==> src/rtl/lift5_call_panel_if.sv <==
// Request-side bus between the call panel and its environment: raw buttons and
// car floor in, request pulses and lamps out.
interface lift5_call_panel_if;
  logic [4:0] btn;
  logic [2:0] floor;
  logic       ra;
  logic       rb;
  logic       rc;
  logic       rd;
  logic       re;
  logic [4:0] lamp;
  logic       busy;

  modport master (
    output btn, floor,
    input  ra, rb, rc, rd, re, lamp, busy
  );

  modport slave (
    input  btn, floor,
    output ra, rb, rc, rd, re, lamp, busy
  );
endinterface

==> src/rtl/lift5_call_panel.sv <==
// Five-floor call panel: debounces buttons into request pulses, retires calls
// once the car has dwelt at a floor, and periodically re-issues pending calls.
module lift5_call_panel #(
  parameter int DEBOUNCE = 4,
  parameter int DWELL    = 2,
  parameter int RETRY    = 64
) (
  input  logic                clk,
  input  logic                rst,
  lift5_call_panel_if.slave   bus
);
  localparam int DB_W = (DEBOUNCE < 2) ? 1 : $clog2(DEBOUNCE);
  localparam int DW_W = $clog2(DWELL + 1);
  localparam int RT_W = $clog2(RETRY);

  logic [4:0] press;

  for (genvar gi = 0; gi < 5; gi++) begin : g_btn
    logic            sync1_q, sync1_d;
    logic            sync2_q, sync2_d;
    logic            deb_q, deb_d;
    logic            deb_prev_q, deb_prev_d;
    logic [DB_W-1:0] cnt_q, cnt_d;

    always_comb begin
      sync1_d    = bus.btn[gi];
      sync2_d    = sync1_q;
      deb_prev_d = deb_q;
      deb_d      = deb_q;
      cnt_d      = '0;
      if (sync2_q != deb_q) begin
        if (cnt_q == DB_W'(DEBOUNCE - 1)) begin
          deb_d = sync2_q;
        end else begin
          cnt_d = cnt_q + DB_W'(1);
        end
      end
    end

    always_ff @(posedge clk or negedge rst) begin
      if (!rst) begin
        sync1_q    <= 1'b0;
        sync2_q    <= 1'b0;
        deb_q      <= 1'b0;
        deb_prev_q <= 1'b0;
        cnt_q      <= '0;
      end else begin
        sync1_q    <= sync1_d;
        sync2_q    <= sync2_d;
        deb_q      <= deb_d;
        deb_prev_q <= deb_prev_d;
        cnt_q      <= cnt_d;
      end
    end

    assign press[gi] = deb_q & ~deb_prev_q;
  end

  logic [2:0]      floor_prev_q, floor_prev_d;
  logic [DW_W-1:0] run_q, run_d;
  logic [RT_W-1:0] rt_q, rt_d;
  logic [4:0]      pend_q, pend_d;
  logic [4:0]      req_q, req_d;
  logic            busy_q, busy_d;
  logic [4:0]      clr;
  logic            new_stay;
  logic            wrap;

  always_comb begin
    floor_prev_d = bus.floor;
    new_stay     = (bus.floor != floor_prev_q);
    // run_d counts edges in the current stay, so the first sample of a stay is 1
    if (new_stay) begin
      run_d = DW_W'(1);
    end else if (run_q == DW_W'(DWELL)) begin
      run_d = run_q;
    end else begin
      run_d = run_q + DW_W'(1);
    end

    clr = '0;
    for (int i = 0; i < 5; i++) begin
      if (bus.floor == 3'(i) && run_d == DW_W'(DWELL) &&
          (new_stay || run_q != DW_W'(DWELL))) begin
        clr[i] = 1'b1;
      end
    end

    wrap = (rt_q == RT_W'(RETRY - 1));
    rt_d = wrap ? '0 : rt_q + RT_W'(1);

    // a press always wins over a same-cycle arrival clear
    pend_d = press | (pend_q & ~clr);
    req_d  = (press & (~pend_q | clr)) | ({5{wrap}} & pend_q);
    busy_d = |pend_d;
  end

  always_ff @(posedge clk or negedge rst) begin
    if (!rst) begin
      floor_prev_q <= '0;
      run_q        <= '0;
      rt_q         <= '0;
      pend_q       <= '0;
      req_q        <= '0;
      busy_q       <= 1'b0;
    end else begin
      floor_prev_q <= floor_prev_d;
      run_q        <= run_d;
      rt_q         <= rt_d;
      pend_q       <= pend_d;
      req_q        <= req_d;
      busy_q       <= busy_d;
    end
  end

  assign bus.ra   = req_q[0];
  assign bus.rb   = req_q[1];
  assign bus.rc   = req_q[2];
  assign bus.rd   = req_q[3];
  assign bus.re   = req_q[4];
  assign bus.lamp = pend_q;
  assign bus.busy = busy_q;
endmodule

==> src/flat_wrapper.sv <==
// flat-port wrapper written by rule: the top's interface ports become plain ports
module lift5_call_panel_flat 
#(
  parameter int DEBOUNCE = 4,
  parameter int DWELL    = 2,
  parameter int RETRY    = 64
)
  (clk, rst, bus_btn, bus_floor, bus_ra, bus_rb, bus_rc, bus_rd, bus_re, bus_lamp, bus_busy);
  lift5_call_panel_if bus_i ();
  input  logic clk;
  input  logic rst;
  input wire logic [$bits(bus_i.btn)-1:0] bus_btn;
  input wire logic [$bits(bus_i.floor)-1:0] bus_floor;
  output wire logic [$bits(bus_i.ra)-1:0] bus_ra;
  output wire logic [$bits(bus_i.rb)-1:0] bus_rb;
  output wire logic [$bits(bus_i.rc)-1:0] bus_rc;
  output wire logic [$bits(bus_i.rd)-1:0] bus_rd;
  output wire logic [$bits(bus_i.re)-1:0] bus_re;
  output wire logic [$bits(bus_i.lamp)-1:0] bus_lamp;
  output wire logic [$bits(bus_i.busy)-1:0] bus_busy;
  assign bus_i.btn = bus_btn;
  assign bus_i.floor = bus_floor;
  assign bus_ra = bus_i.ra;
  assign bus_rb = bus_i.rb;
  assign bus_rc = bus_i.rc;
  assign bus_rd = bus_i.rd;
  assign bus_re = bus_i.re;
  assign bus_lamp = bus_i.lamp;
  assign bus_busy = bus_i.busy;
  lift5_call_panel #(.DEBOUNCE(DEBOUNCE), .DWELL(DWELL), .RETRY(RETRY)) u_core (.clk(clk), .rst(rst), .bus(bus_i));
endmodule
==> config.mk <==
export PLATFORM = sky130hd
export DESIGN_NAME = lift5_call_panel_flat
export DESIGN_NICKNAME = d
export VERILOG_FILES = /design/src/rtl/lift5_call_panel_if.sv /design/src/rtl/lift5_call_panel.sv /design/src/flat_wrapper.sv
export SDC_FILE = /design/constraint.sdc
export NUM_CORES = 1
export LEC_CHECK = 0
export ABC_AREA = 1
export ABC_CLOCK_PERIOD_IN_PS = 1800
export BUFFER_PORTS_ARGS = -buffer_cell sky130_fd_sc_hd__buf_2
export CAP_MARGIN = 20
export CELL_PAD_IN_SITES_DETAIL_PLACEMENT = 0
export CELL_PAD_IN_SITES_GLOBAL_PLACEMENT = 1
export CORE_AREA = 5 5 54 103
export CTS_CLUSTER_SIZE = 16
export DETAILED_ROUTE_END_ITERATION = 10
export DIE_AREA = 0 0 59 108
export PLACE_DENSITY_LB_ADDON = 0.1
export SLEW_MARGIN = 0
export SYNTH_ARGS = -nofsm -noshare
export SYNTH_HDL_FRONTEND = slang
export SYNTH_SLANG_ARGS = --single-unit
==> constraint.sdc <==
create_clock -name clk -period 1.8 [get_ports clk]
set_clock_uncertainty 0.15 [all_clocks]
set_input_delay 0.27 -clock clk [delete_from_list [all_inputs] [get_ports clk]]
set_output_delay 0.27 -clock clk [all_outputs]
set_load 0.01 [all_outputs]
==> impl_metrics.py <==
metrics = {
    "global_routing": {
        "met1_usage": 0.134,
        "grt_max_degree": 53,
        "track_usage": 0.120,
        "grt_most_used_layer": "met2",
        "grt_use_met3": 0.0275,
        "grt_antenna_before_repair": 0,
        "gr-total-overflow": 0,
        "grt_pass1_vias": 1338,
        "grt_use_met2": 0.211,
        "grt_pass1_wl_um": 5800,
    },
    "power_and_ir_drop": {
        "power_density_mw_per_mm2": 1120,
        "ir_drop_uv": 840,
        "p_leak_nw": 1.19,
    },
    "worst_setup_path": {
        "r2r-end": "u_core.bus.busy",
        "endpoint": "u_core.bus.busy",
        "slowest_delay_ns": 0.36,
        "r2r-start": "u_core.run_q[1]",
        "rr_worst_depth": 10,
        "end_kind": "flip-flop",
        "crit_type": "flip-flop to flip-flop",
        "cp_max_fo": 2,
        "arrival_ns": 1.73,
        "cpMaxStageDelayCell": "dfrtp_1",
        "crit_required_ns": 1.84,
        "cp_cell_sequence": "inv_1, ha_4, inv_1, nor2_2, buf_4, nand4_1, nand2_1, nand2_1, nor2_2, nand3_1",
        "cp-start-kind": "flip-flop",
        "cp-startpoint": "u_core.run_q[1]",
        "r2r_slack_ns": 0.11,
    },
    "floorplanning": {
        "core_area_mm2": 0.00464,
        "num_rows": 35,
        "io_pins": 21,
        "dieWidth_um": 59,
        "die_h_um": 108,
        "dieArea_mm2": 0.00637,
        "initial_core_util": 0.430,
    },
    "cts": {
        "cts_root_buffer": "clkbuf_8",
        "cts_tree": "yes",
        "cts_buffers": 5,
        "clockBufferDepth": 2,
        "htreeDepth": 2,
        "clkLatencyLatePin_ns": 0.30,
        "clock_sinks": 52,
        "cts_setup_buffers": 0,
        "path_clk_slew_ns": 0.09,
    },
    "sta": {
        "holdWs_ns": 0.0246,
        "fin_crit_sh": 0.938,
        "min_period_ns": 1.69,
        "slew_violations": 0,
        "worstMarginPinSlew_ns": 0.278,
        "tns_ns": 0,
        "hold_violations": 0,
        "fin_ws_ns": 0.111,
        "timing.fmax_mhz": 592,
        "finalSetupViolCount": 0,
        "max_slew_margin": 0.815,
    },
    "outcome": {
        "status": "completed",
    },
    "detailed_routing": {
        "final_antenna_net_count": 0,
        "via_per_inst": 4.72,
        "routed_wirelength_um": 3410,
        "num_vias": 1326,
        "dr.pass1.iters": 3,
        "drt_iter0_drc": 27,
        "wl_per_cell_um": 12.1,
        "drc": 0,
    },
    "yosys": {
        "synth_fa_ha_area_frac": 0.0501,
        "synth_cell_types": 21,
        "synth_xor_area_frac": 0.0307,
        "synthMuxAreaShare": 0.0169,
        "syn_nets": 205,
        "seq_area_frac_synth": 0.652,
        "synth_compound_area_frac": 0.0232,
        "synth-simple-area-share": 0.175,
        "synth_top_family_by_area": "simple AND/OR/NAND/NOR gates",
        "synth_warnings": 0,
        "synth-seq-cells": 52,
        "netlist_area_mm2": 0.00200,
        "syn_area_per_cell_um2": 10.7,
        "postSynthCellCount": 187,
    },
    "place": {
        "place_inst": 266,
        "post-place-ws_ns": 0.0686,
        "place.gp.congestion": 0.731,
        "io_buffers": 20,
        "dp_hpwl_um": 2460,
        "placed_area_mm2": 0.00221,
    },
    "final_layout": {
        "drive_gt1_frac": 0.204,
        "n_antenna_cell": 0,
        "register_area_mm2": 0.00130,
        "layout.cells.non_filler": 281,
        "fill_cells": 448,
        "nets": 244,
        "final_cell_area_mm2": 0.00241,
        "syn_to_final_growth_pct": 20.5,
        "multi_input_area_um2": 631,
    },
    "min_path": {
        "hp-class": "primary input to flip-flop",
    },
    "job": {
        "drv_cap": 0,
    },
}
-- worst min path at each step --
stage / from / endpoint / slack (ns) / cells past startpoint
CTS: bus_floor[1] / u_core.floor_prev_q[1] / 0.01 / 1
detailed placement: rst / u_core.floor_prev_q[1] / 0.13 / 2
global route: bus_floor[1] / u_core.floor_prev_q[1] / 0.02 / 1
global placement: rst / u_core.floor_prev_q[1] / 0.13 / 2
floorplan: rst / u_core.bus.busy / -0.18 / 0
finish: bus_floor[1] / u_core.floor_prev_q[1] / 0.02 / 1
-- through the flow --
stage          power [mW]   util
6_report             2.71  0.518
5_1_grt              2.89  0.518
4_1_cts              2.74  0.510
3_5_place_dp         2.11  0.476
3_3_place_gp         2.05  0.476
2_1_floorplan        1.91      -
-- power by group --
| group | switching [mW] | internal (mW) | total, mW |
|---|---|---|---|
| combinational | 0.293 | 0.251 | 0.544 |
| sequential | 0.144 | 1.41 | 1.55 |
| clock | 0.346 | 0.265 | 0.611 |
-- flip-flops by register name, indices dropped and copies added, names as in the netlist --
register / count
u_core.bus.lamp: 5
u_core.run_q: 2
u_core.req_q: 5
u_core.g_btn.sync1_q: 5
u_core.bus.busy: 1
u_core.rt_q: 6
u_core.g_btn.sync2_q: 5
u_core.floor_prev_q: 3
u_core.g_btn.deb_prev_d: 5
u_core.g_btn.cnt_q: 10
u_core.g_btn.deb_prev_q: 5
-- cell families after synthesis --
kind of cell               count (synthesis)
AOI/OAI and AO/OA                          9
xor gates and xnor gates                   7
adders and majority gates                  8
buffers and inverters                     28
DFF                                       52
muxes                                      3
and+or+nand+nor                           80
-- worst max-delay path: cells and delay by family (launching register included) --
kind                     cells  cell delay [ns]
buffers and inverters        3             0.23
flip-flops                   1             0.36
adder cells (fa/ha/maj)      1             0.28
AND/OR/NAND/NOR              6             0.55
-- layout make-up --
type,count,share of cell area
Clock inverter,1,0.00208
Tap cell,55,0.0286
Clock buffer,6,0.0302
Sequential cell,52,0.541
Inverter,28,0.0437
Timing Repair Buffer,32,0.0926
Multi-Input combinational cell,107,0.262
-- what timing repair did --
action	CTS	global route
gates resized for setup	0	7
hold buffers	8	0
endpoints found under the setup margin	0	1
hold endpoints to repair	59	0
-- layout by cell type (no fill, tap or decap), types with 3 or more instances in the layout --
master,n
nand3_1,7
dfrtp_1,52
buf_2,20
dlygate4sd3_1,8
nor2_1,18
o21ai_0,3
buf_4,3
inv_1,26
o21ai_2,3
mux2_2,3
xnor2_1,5
nor3_1,8
ha_1,7
clkbuf_8,5
nand2_1,38
-- synthesized netlist by cell type, drive strengths merged --
| library cell | count | area [um2] |
|---|---|---|
| a21oi | 2 | 10.0 |
| nor2 | 21 | 88.8 |
| or2 | 1 | 6.26 |
| nand2 | 39 | 149 |
| nand4 | 3 | 25.0 |
| mux2 | 3 | 33.8 |
| xnor2 | 5 | 43.8 |
| inv | 28 | 105 |
| o21ai | 6 | 30.0 |
| nand3 | 8 | 40.0 |
| o22ai | 1 | 6.26 |
| nor3 | 8 | 40.0 |
| dfrtp | 52 | 1300 |
| ha | 8 | 100 |
| xor2 | 2 | 17.5 |
-- metal layers --
metal,part of all wire,up-vias
met4,0.016,0
met5,0,-
met3,0.041,4
met2,0.55,19
met1,0.39,644
li1,-,659
Note: power is estimated with default switching activity, not from simulation.
